### config.mk
export PLATFORM = sky130hd
export DESIGN_NAME = disp_mode_ctrl_flat
export DESIGN_NICKNAME = d
export VERILOG_FILES = /design/src/rtl/disp_pkg.sv /design/src/rtl/disp_mode_ctrl_if.sv /design/src/rtl/ms_down_timer.sv /design/src/rtl/disp_mode_ctrl.sv /design/src/flat_wrapper.sv
export SDC_FILE = /design/constraint.sdc
export NUM_CORES = 1
export LEC_CHECK = 0
export CORE_ASPECT_RATIO = 0.7
export CORE_MARGIN = 8
export CORE_UTILIZATION = 62
export CTS_CLUSTER_SIZE = 20
export DETAILED_ROUTE_END_ITERATION = 10
export HOLD_SLACK_MARGIN = 0.05
export PLACE_DENSITY = 0.87
export SLEW_MARGIN = 10
export SYNTH_ARGS = -nofsm -noshare
export SYNTH_HDL_FRONTEND = slang
export SYNTH_SLANG_ARGS = --single-unit
### constraint.sdc
create_clock -name clk_1ms -period 10.3 [get_ports clk_1ms]
set_input_delay 2.06 -clock clk_1ms [delete_from_list [all_inputs] [get_ports clk_1ms]]
set_output_delay 2.06 -clock clk_1ms [all_outputs]
set_load 0.01 [all_outputs]
### src/rtl/disp_pkg.sv
// Shared types and constants for the front-panel display mode scheduler.
package disp_pkg;

  localparam int DISP_W = 12;

  typedef enum logic [1:0] {
    RUN  = 2'd0,
    EDIT = 2'd1,
    PID  = 2'd2
  } state_t;

  localparam logic [1:0] PG_NONE = 2'd0;
  localparam logic [1:0] PG_P    = 2'd1;
  localparam logic [1:0] PG_I    = 2'd2;
  localparam logic [1:0] PG_D    = 2'd3;

  localparam logic [2:0] HUND = 3'd2;
  localparam logic [2:0] TENS = 3'd1;
  localparam logic [2:0] ONES = 3'd0;

  function automatic logic [DISP_W-1:0] digits_to_val(logic [3:0] h, logic [3:0] t, logic [3:0] o);
    return DISP_W'(h) * DISP_W'(100) + DISP_W'(t) * DISP_W'(10) + DISP_W'(o);
  endfunction

  function automatic logic [3:0] dig_inc(logic [3:0] d);
    return (d >= 4'd9) ? 4'd0 : d + 4'd1;
  endfunction

  function automatic logic [3:0] dig_dec(logic [3:0] d);
    return (d == 4'd0 || d > 4'd9) ? 4'd9 : d - 4'd1;
  endfunction

endpackage

### src/rtl/disp_mode_ctrl_if.sv
// Key inputs, temperature and display/alarm outputs of the display mode scheduler.
interface disp_mode_ctrl_if;
  logic                        key_set;
  logic                        key_sel;
  logic                        key_up;
  logic                        key_down;
  logic                        key_pid;
  logic [disp_pkg::DISP_W-1:0] temp_data;
  logic                        show_flag;
  logic [2:0]                  flash_flag;
  logic [1:0]                  pid_show;
  logic [disp_pkg::DISP_W-1:0] data_warn;
  logic [disp_pkg::DISP_W-1:0] warn_thr;
  logic                        alarm;

  modport master (
    output key_set, key_sel, key_up, key_down, key_pid, temp_data,
    input  show_flag, flash_flag, pid_show, data_warn, warn_thr, alarm
  );

  modport slave (
    input  key_set, key_sel, key_up, key_down, key_pid, temp_data,
    output show_flag, flash_flag, pid_show, data_warn, warn_thr, alarm
  );
endinterface

### src/rtl/ms_down_timer.sv
// Loadable millisecond down-counter; expire_o is high while enabled and at zero.
module ms_down_timer #(
  parameter int W = 16
) (
  input  logic         clk_1ms,
  input  logic         rst,
  input  logic         load_i,
  input  logic [W-1:0] load_val_i,
  input  logic         en_i,
  output logic         expire_o
);

  logic [W-1:0] cnt_q;

  always_ff @(posedge clk_1ms) begin
    if (rst) begin
      cnt_q <= '0;
    end else if (load_i) begin
      cnt_q <= load_val_i;
    end else if (en_i && cnt_q != '0) begin
      cnt_q <= cnt_q - W'(1);
    end
  end

  assign expire_o = en_i && (cnt_q == '0);

endmodule

### src/rtl/disp_mode_ctrl.sv
// Display mode scheduler: RUN / threshold EDIT / timed PID pages, plus hysteretic alarm.
// Optional edit idle timeout is built when EDIT_TIMEOUT_EN is defined.
//
//   state | meaning
//   RUN   | live temperature shown, waits for key_set / key_pid
//   EDIT  | working threshold digits edited, selected digit flashing
//   PID   | P, I, D pages shown in turn, each held PID_HOLD_MS ticks
module disp_mode_ctrl
  import disp_pkg::*;
#(
  parameter int PID_HOLD_MS     = 1000,
  parameter int EDIT_TIMEOUT_MS = 5000,
  parameter int WARN_RESET      = 50,
  parameter int HYST            = 2
) (
  input  logic            clk_1ms,
  input  logic            rst,
  disp_mode_ctrl_if.slave bus
);

  // Both timers share one width, sized for the longer interval.
  localparam int TMR_MAX = (EDIT_TIMEOUT_MS > PID_HOLD_MS) ? EDIT_TIMEOUT_MS : PID_HOLD_MS;
  localparam int TMR_W   = $clog2(TMR_MAX + 1);

  localparam logic [2:0][3:0] RST_DIG = {4'((WARN_RESET / 100) % 10),
                                         4'((WARN_RESET / 10) % 10),
                                         4'(WARN_RESET % 10)};
  localparam logic [DISP_W-1:0] HYST_V = DISP_W'(HYST);

  state_t            state_q;
  logic              show_q;
  logic [2:0]        flash_q;
  logic [1:0]        pid_q;
  logic              alarm_q, alarm_d;
  logic [2:0][3:0]   dig_q;
  logic [2:0][3:0]   cdig_q;
  logic [DISP_W-1:0] warn_thr_q;
  logic [DISP_W-1:0] data_warn;
  logic [DISP_W-1:0] thr_lo;
  logic [1:0]        sel;
  logic              pid_step, pid_load, pid_exp;
  logic              edit_exp;

  assign data_warn = digits_to_val(dig_q[2], dig_q[1], dig_q[0]);
  assign sel       = flash_q[1:0];

  assign pid_step = (state_q == PID) && (bus.key_pid || pid_exp);
  assign pid_load = ((state_q == RUN) && !bus.key_set && bus.key_pid) || pid_step;

  ms_down_timer #(.W(TMR_W)) u_pid_tmr (
    .clk_1ms    (clk_1ms),
    .rst        (rst),
    .load_i     (pid_load),
    .load_val_i (TMR_W'(PID_HOLD_MS - 1)),
    .en_i       (state_q == PID),
    .expire_o   (pid_exp)
  );

`ifdef EDIT_TIMEOUT_EN
  logic edit_load;
  assign edit_load = ((state_q == RUN) && bus.key_set) ||
                     ((state_q == EDIT) && (bus.key_set || bus.key_sel || bus.key_up || bus.key_down));

  ms_down_timer #(.W(TMR_W)) u_edit_tmr (
    .clk_1ms    (clk_1ms),
    .rst        (rst),
    .load_i     (edit_load),
    .load_val_i (TMR_W'(EDIT_TIMEOUT_MS - 1)),
    .en_i       (state_q == EDIT),
    .expire_o   (edit_exp)
  );
`else
  assign edit_exp = 1'b0;
`endif

  // Release point saturates at zero so small thresholds never wrap.
  always_comb begin
    thr_lo  = (warn_thr_q > HYST_V) ? warn_thr_q - HYST_V : '0;
    alarm_d = alarm_q;
    if (bus.temp_data >= warn_thr_q) begin
      alarm_d = 1'b1;
    end else if (bus.temp_data < thr_lo) begin
      alarm_d = 1'b0;
    end
  end

  always_ff @(posedge clk_1ms) begin
    if (rst) begin
      state_q    <= RUN;
      show_q     <= 1'b0;
      flash_q    <= ONES;
      pid_q      <= PG_NONE;
      alarm_q    <= 1'b0;
      dig_q      <= RST_DIG;
      cdig_q     <= RST_DIG;
      warn_thr_q <= DISP_W'(WARN_RESET);
    end else begin
      alarm_q <= alarm_d;
      case (state_q)
        RUN: begin
          if (bus.key_set) begin
            dig_q   <= cdig_q;
            flash_q <= HUND;
            show_q  <= 1'b1;
            state_q <= EDIT;
          end else if (bus.key_pid) begin
            pid_q   <= PG_P;
            state_q <= PID;
          end
        end
        EDIT: begin
          if (bus.key_set) begin
            cdig_q     <= dig_q;
            warn_thr_q <= data_warn;
            show_q     <= 1'b0;
            flash_q    <= ONES;
            state_q    <= RUN;
          end else if (bus.key_sel) begin
            flash_q <= (flash_q == ONES) ? HUND : flash_q - 3'd1;
          end else if (bus.key_up) begin
            dig_q[sel] <= dig_inc(dig_q[sel]);
          end else if (bus.key_down) begin
            dig_q[sel] <= dig_dec(dig_q[sel]);
          end else if (edit_exp) begin
            dig_q   <= cdig_q;
            show_q  <= 1'b0;
            flash_q <= ONES;
            state_q <= RUN;
          end
        end
        PID: begin
          if (pid_step) begin
            if (pid_q == PG_D) begin
              pid_q   <= PG_NONE;
              state_q <= RUN;
            end else begin
              pid_q <= pid_q + 2'd1;
            end
          end
        end
        default: state_q <= RUN;
      endcase
    end
  end

  assign bus.show_flag  = show_q;
  assign bus.flash_flag = flash_q;
  assign bus.pid_show   = pid_q;
  assign bus.data_warn  = data_warn;
  assign bus.warn_thr   = warn_thr_q;
  assign bus.alarm      = alarm_q;

endmodule

### src/flat_wrapper.sv
// flat-port wrapper written by rule: the top's interface ports become plain ports
module disp_mode_ctrl_flat import disp_pkg::*;
#(
  parameter int PID_HOLD_MS     = 1000,
  parameter int EDIT_TIMEOUT_MS = 5000,
  parameter int WARN_RESET      = 50,
  parameter int HYST            = 2
)
  (clk_1ms, rst, bus_key_set, bus_key_sel, bus_key_up, bus_key_down, bus_key_pid, bus_temp_data, bus_show_flag, bus_flash_flag, bus_pid_show, bus_data_warn, bus_warn_thr, bus_alarm);
  disp_mode_ctrl_if bus_i ();
  input  logic clk_1ms;
  input  logic rst;
  input wire logic [$bits(bus_i.key_set)-1:0] bus_key_set;
  input wire logic [$bits(bus_i.key_sel)-1:0] bus_key_sel;
  input wire logic [$bits(bus_i.key_up)-1:0] bus_key_up;
  input wire logic [$bits(bus_i.key_down)-1:0] bus_key_down;
  input wire logic [$bits(bus_i.key_pid)-1:0] bus_key_pid;
  input wire logic [$bits(bus_i.temp_data)-1:0] bus_temp_data;
  output wire logic [$bits(bus_i.show_flag)-1:0] bus_show_flag;
  output wire logic [$bits(bus_i.flash_flag)-1:0] bus_flash_flag;
  output wire logic [$bits(bus_i.pid_show)-1:0] bus_pid_show;
  output wire logic [$bits(bus_i.data_warn)-1:0] bus_data_warn;
  output wire logic [$bits(bus_i.warn_thr)-1:0] bus_warn_thr;
  output wire logic [$bits(bus_i.alarm)-1:0] bus_alarm;
  assign bus_i.key_set = bus_key_set;
  assign bus_i.key_sel = bus_key_sel;
  assign bus_i.key_up = bus_key_up;
  assign bus_i.key_down = bus_key_down;
  assign bus_i.key_pid = bus_key_pid;
  assign bus_i.temp_data = bus_temp_data;
  assign bus_show_flag = bus_i.show_flag;
  assign bus_flash_flag = bus_i.flash_flag;
  assign bus_pid_show = bus_i.pid_show;
  assign bus_data_warn = bus_i.data_warn;
  assign bus_warn_thr = bus_i.warn_thr;
  assign bus_alarm = bus_i.alarm;
  disp_mode_ctrl #(.PID_HOLD_MS(PID_HOLD_MS), .EDIT_TIMEOUT_MS(EDIT_TIMEOUT_MS), .WARN_RESET(WARN_RESET), .HYST(HYST)) u_core (.clk_1ms(clk_1ms), .rst(rst), .bus(bus_i));
endmodule
Word level (Yosys, flattened, before mapping)
Index checks and enable logic that the tools add are counted.

$add $sub $neg: 8. Multipliers: 2. Magnitude comparators: 7. Eq/ne operators: 14. Multiplexer cells: 38. Reductions and logical operators: 26.

Operator list (count): $mux 12 (6); $bwmux 12 (2); $pmux 12 s2 (1); $mux 10 (2); $mux 2 (9); $mux 4 (4); $logic_not 13->1 (1); $reduce_bool 13->1 (1); $sub 13x1->13 const B (1); $add 11x8->12 (1); $add 12x4->12 (1); $ge 12x12->1 (1); $gt 12x2->1 const B (1); $lt 12x12->1 (1); $mux 3 (4); $ne 2x2->1 const B (6); $sub 12x2->12 const B (1); $mul 4x5->9 const B (1); $ne 3x3->1 const B (3); $bmux 4 s2 (1); $demux 4 s2 (1); $reduce_and 4->1 (2); $reduce_bool 2->1 (4); $mul 4x3->7 const B (1); 26 further kinds (39).

Flip-flop bits (word level): 58. Input bits: 19. Output and inout bits: 31. Word-level logic and storage cells: 109.

Longest topological paths before layout
Word-level depth: 11. Gate-level depth with buffers: 13.

Modules after synthesis
From an unflattened synthesis, not the netlist that was laid out.

Cell total of the unflattened synthesis: 531. Area total of the unflattened synthesis: 4484.3 um^2.

By module, submodules not included: disp_mode_ctrl (times used 1, cells each 431, area an instance 3614.7 um^2); ms_down_timer (times used 1, cells each 100, area an instance 869.6 um^2).

Worst setup path before layout
Ideal clock, no wire load.

Path kind: reg2out. Start: reg u_core.dig_q[7] (netlist bit). End: out bus_data_warn[10]. Arrival time: 2.738 ns. Slack: 5.502 ns. Cell stages (with the launch flop): 12. Path buffers: 0. Path through: dfxtp_1 > ha_1 > ha_1 > inv_1 > fa_1 > inv_1 > ha_1 > ha_1 > o21a_1 > o31a_1 > o211ai_1 > xor2_1.

Cells in the longest elaborated chain, start to end: 3.

RTL lines: from (decl) (line disp_mode_ctrl.sv:35) `logic [2:0][3:0] dig_q;`; from (signal assigned) (line disp_mode_ctrl.sv:102) `dig_q <= cdig_q;`; from (signal, indexed assignment) (line disp_mode_ctrl.sv:121) `dig_q[sel] <= dig_inc(dig_q[sel]);`; from (signal, indexed assignment) (line disp_mode_ctrl.sv:123) `dig_q[sel] <= dig_dec(dig_q[sel]);`; $mul 4x3->7 (line disp_pkg.sv:22) `return DISP_W'(h) * DISP_W'(100) + DISP_W'(t) * DISP_W'(10) + DISP_W'(o);`; $add 11x8->12 (line disp_pkg.sv:22); $add 12x4->12 (line disp_pkg.sv:22); to (decl) (line flat_wrapper.sv:22) `output wire logic [$bits(bus_i.data_warn)-1:0] bus_data_warn;`.

No other way between the ends.

Worst setup path after layout
Ends and elaborated chain as after synthesis.

==> qor.csv <==
stage;metric;value;unit
critical_path;crit_type;flip-flop to primary output;
floorplanning;start_util;64.3;%
timing;rsz0062_at_grt;false;
clock_network;cts_tree;done;
grt;antenna_found_initial;0;
route;viasPerCell;6.16;
clock_network;cts_resized;0;
synth;synth_edf_count;0;
power_and_ir_drop;ir_worst_vdd;0.000117;V
timing;timing.setup.tns;0;ns
synth;ys_seq_elements;57;
critical_path;arrival;3.87;ns
route;dr.pass1.iters;6;
synth;seq_area_frac_synth;26.3;%
timing;drv_slew;0;
grt;grt_max_degree;49;
clock_network;postCtsHoldBufs;0;
critical_path;required;8.24;ns
run;drv_cap;0;
synth;synth_area;4350;um^2
critical_path;path_max_fanout;7;
synth;avgSynthCellArea;8.28;um^2
placement;dpl_worst_slack;4.73;ns
grt;grt-ovfl-total;0;
layout;syn_to_final_growth;16.7;%
floorplanning;ios;50;
clock_network;clk_pin_slew;0.07;ns
layout;nets;647;
placement;hpwl;8890;um
power_and_ir_drop;netSwitchingPower;283;uW
power_and_ir_drop;p_leak;2.02;nW
critical_path;setup.worst_path.end_class;primary output;
synth;synth_top_cell_by_area;dfxtp_1;
clock_network;post_cts.repair.setup_buffers;0;
min_path;min_path_type;flip-flop to flip-flop;
timing;period_share;57.6;%
clock_network;ctsRootBufferMaster;clkbuf_8;
floorplanning;core_area;6760;um^2
route;drcViolationCount;0;
route;vias;4087;
timing;layout_setup_ws;4.37;ns
placement;post_dp_cell_area;4860;um^2
floorplanning;die-area;9990;um^2
timing;max_freq;0.169;GHz
synth;syn_nets;607;
power_and_ir_drop;combinationalPowerShare;38.4;%
grt;grt_pass1_vias;3939;
synth;synth_top_area_share;26.3;%
floorplanning;die_w;116;um
route;wl_met1;5480;um
route;wirelength;11800;um
layout;design_area;5070;um^2
layout;diodes;0;
grt;grt_usage;24.5;%
synth;ys.flop_type;dfxtp_1;
synth;async_flop_share;0;%
floorplanning;die_y;86.0;um
layout;final_util;75.1;%
floorplanning;row_count;25;
route;antenna_left;0;
route;post_drt_wl_per_cell;17.8;um
clock_network;clockBufferDepth;2;
layout;final_cell_mix;58 x ha_1, 57 x nand2_1, 57 x dfxtp_1;
clock_network;cts.sinks;57;
synth;ys_types;74;
synth;netlist_top_cells_area;dfxtp_1 26%, ha_1 17%, nand2_1 4.9%;
timing;setup_viol;0;
route;wl_met3;904;um
timing;clock_skew;0.0112;ns
placement;port_buffers;49;
power_and_ir_drop;power.internal;510;uW
critical_path;start_kind;flip-flop;
clock_network;numCtsBuffers;9;
power_and_ir_drop;p_sw_share;35.7;%
power_and_ir_drop;power_density;157;nW/um^2
route;wl_met2;5220;um
timing;worst_slew_pin_slew;0.927;ns
timing;slew_headroom;38.2;%
placement;gp_congestion;0.923;
grt;grt_pass1_wl;19500;um
route;drtIter0Drc;352;
status;outcome;complete, no violations;
power_and_ir_drop;p_clk_share;28.2;%
clock_network;cts.htree.levels;3;
placement;dpl.cell_count;648;
layout;fin_cells;664;
timing;finalHoldViolCount;0;
power_and_ir_drop;seqPwrFrac;33.3;%
clock_network;insertion_delay;0.35;ns
layout;drive_above_1_share;7.89;%
layout;num-fill-cells;504;
synth;synthCells;525;
synth;ys.warnings.count;0;
layout;layout_commonest_cell;ha_1;
route;dr.max_layer_used;met4;
timing;period_needed;5.93;ns
routing by layer:
metal	global-route usage [%]	vias up
li1	-	1952
met3	6.38	28
met4	7.62	0
met5	0	-
met1	33.0	1939
met2	37.0	168
area by class of cell:
cell class                      count  area [um^2]  area share [%]
Multi-Input combinational cell    404         2940            57.9
Sequential cell                    57         1140            22.5
Timing Repair Buffer               50          498            9.82
Clock buffer                       12          165            3.26
Inverter                           43          161            3.18
Tap cell                           94          118            2.32
Clock inverter                      4         50.0           0.987
metrics by stage:
step / hold WS, ns / total power, mW
floorplan: 0.422 / 0.459
global placement: 0.436 / 0.555
detailed placement: 0.443 / 0.567
CTS: 0.456 / 0.791
global route: 0.488 / 0.839
finish: 0.457 / 0.794
state kept, by name, indices dropped and copies added, names as in the netlist:
name                    count
u_core.u_pid_tmr.cnt_q     13
u_core.bus.warn_thr        12
u_core.dig_q               12
u_core.cdig_q              11
u_core.bus.flash_flag       3
u_core.bus.pid_show         2
u_core.state_q              2
u_core.bus.alarm            1
u_core.bus.show_flag        1
critical path: stages, from the launching register on:
cell and delay, ns:
dfxtp_1 0.51, ha_1 0.30, ha_1 0.21, inv_1 0.07, fa_1 0.41, inv_1 0.07
ha_1 0.23, ha_1 0.35, o21a_1 0.18, o31a_1 0.14, o211ai_1 0.24, xor2_1 0.22
clkdlybuf4s50_1 0.58
cells by family after synthesis:
logic type / share of synthesized area [%]
and+or+nand+nor: 20.5
buffers and inverters: 6.13
muxes: 0.921
adders and majority gates: 19.0
DFF: 26.3
xor gates and xnor gates: 5.44
AOI/OAI and AO/OA: 21.7
worst paths after layout:
path                                                               from                                      end  slack (ns)  cells past startpoint
worst min-delay path            u_core.u_pid_tmr.cnt_q[12]$_SDFFE_PP0P_  u_core.u_pid_tmr.cnt_q[12]$_SDFFE_PP0P_        0.46                      2
worst min register to register  u_core.u_pid_tmr.cnt_q[12]$_SDFFE_PP0P_  u_core.u_pid_tmr.cnt_q[12]$_SDFFE_PP0P_        0.46                      2
worst max-delay path                       u_core.dig_q[7]$_SDFFE_PP0P_                        bus_data_warn[10]        4.37                     12
worst max register to register             u_core.dig_q[7]$_SDFFE_PP0P_      u_core.bus.warn_thr[8]$_SDFFE_PP0P_        7.10                     13
synthesized netlist by cell type, drive strengths merged (2+ instances only):
| master | instances |
|---|---|
| nor2b | 5 |
| o21a | 10 |
| o31ai | 3 |
| nor4 | 9 |
| or2 | 2 |
| clkbuf | 10 |
| o221a | 5 |
| buf | 11 |
| xnor2 | 22 |
| nor3 | 17 |
| nand2b | 9 |
| or3 | 3 |
| and2b | 2 |
| a31o | 2 |
| a21o | 4 |
| o21ai | 22 |
| fa | 5 |
| o2bb2ai | 3 |
| nor2 | 48 |
| o22ai | 3 |
| a22o | 2 |
| nand2 | 57 |
| a2bb2oi | 4 |
| xor2 | 5 |
| inv | 43 |
| o211ai | 10 |
| a211oi | 6 |
| dfxtp | 57 |
| a2111oi | 2 |
| nand3 | 12 |
| a221oi | 2 |
| nand4 | 6 |
| o221ai | 4 |
| ha | 58 |
| a21oi | 36 |
| a31oi | 4 |
| nor4b | 2 |
| mux2i | 4 |
power by group through the flow:
stage	sequential, mW	combinational [mW]	clock, mW
2_1_floorplan	0.260	0.199	0
3_3_place_gp	0.266	0.288	0
3_5_place_dp	0.268	0.299	0
4_1_cts	0.263	0.303	0.226
5_1_grt	0.266	0.336	0.237
6_report	0.265	0.305	0.224
(Power assumes the default switching activity.)
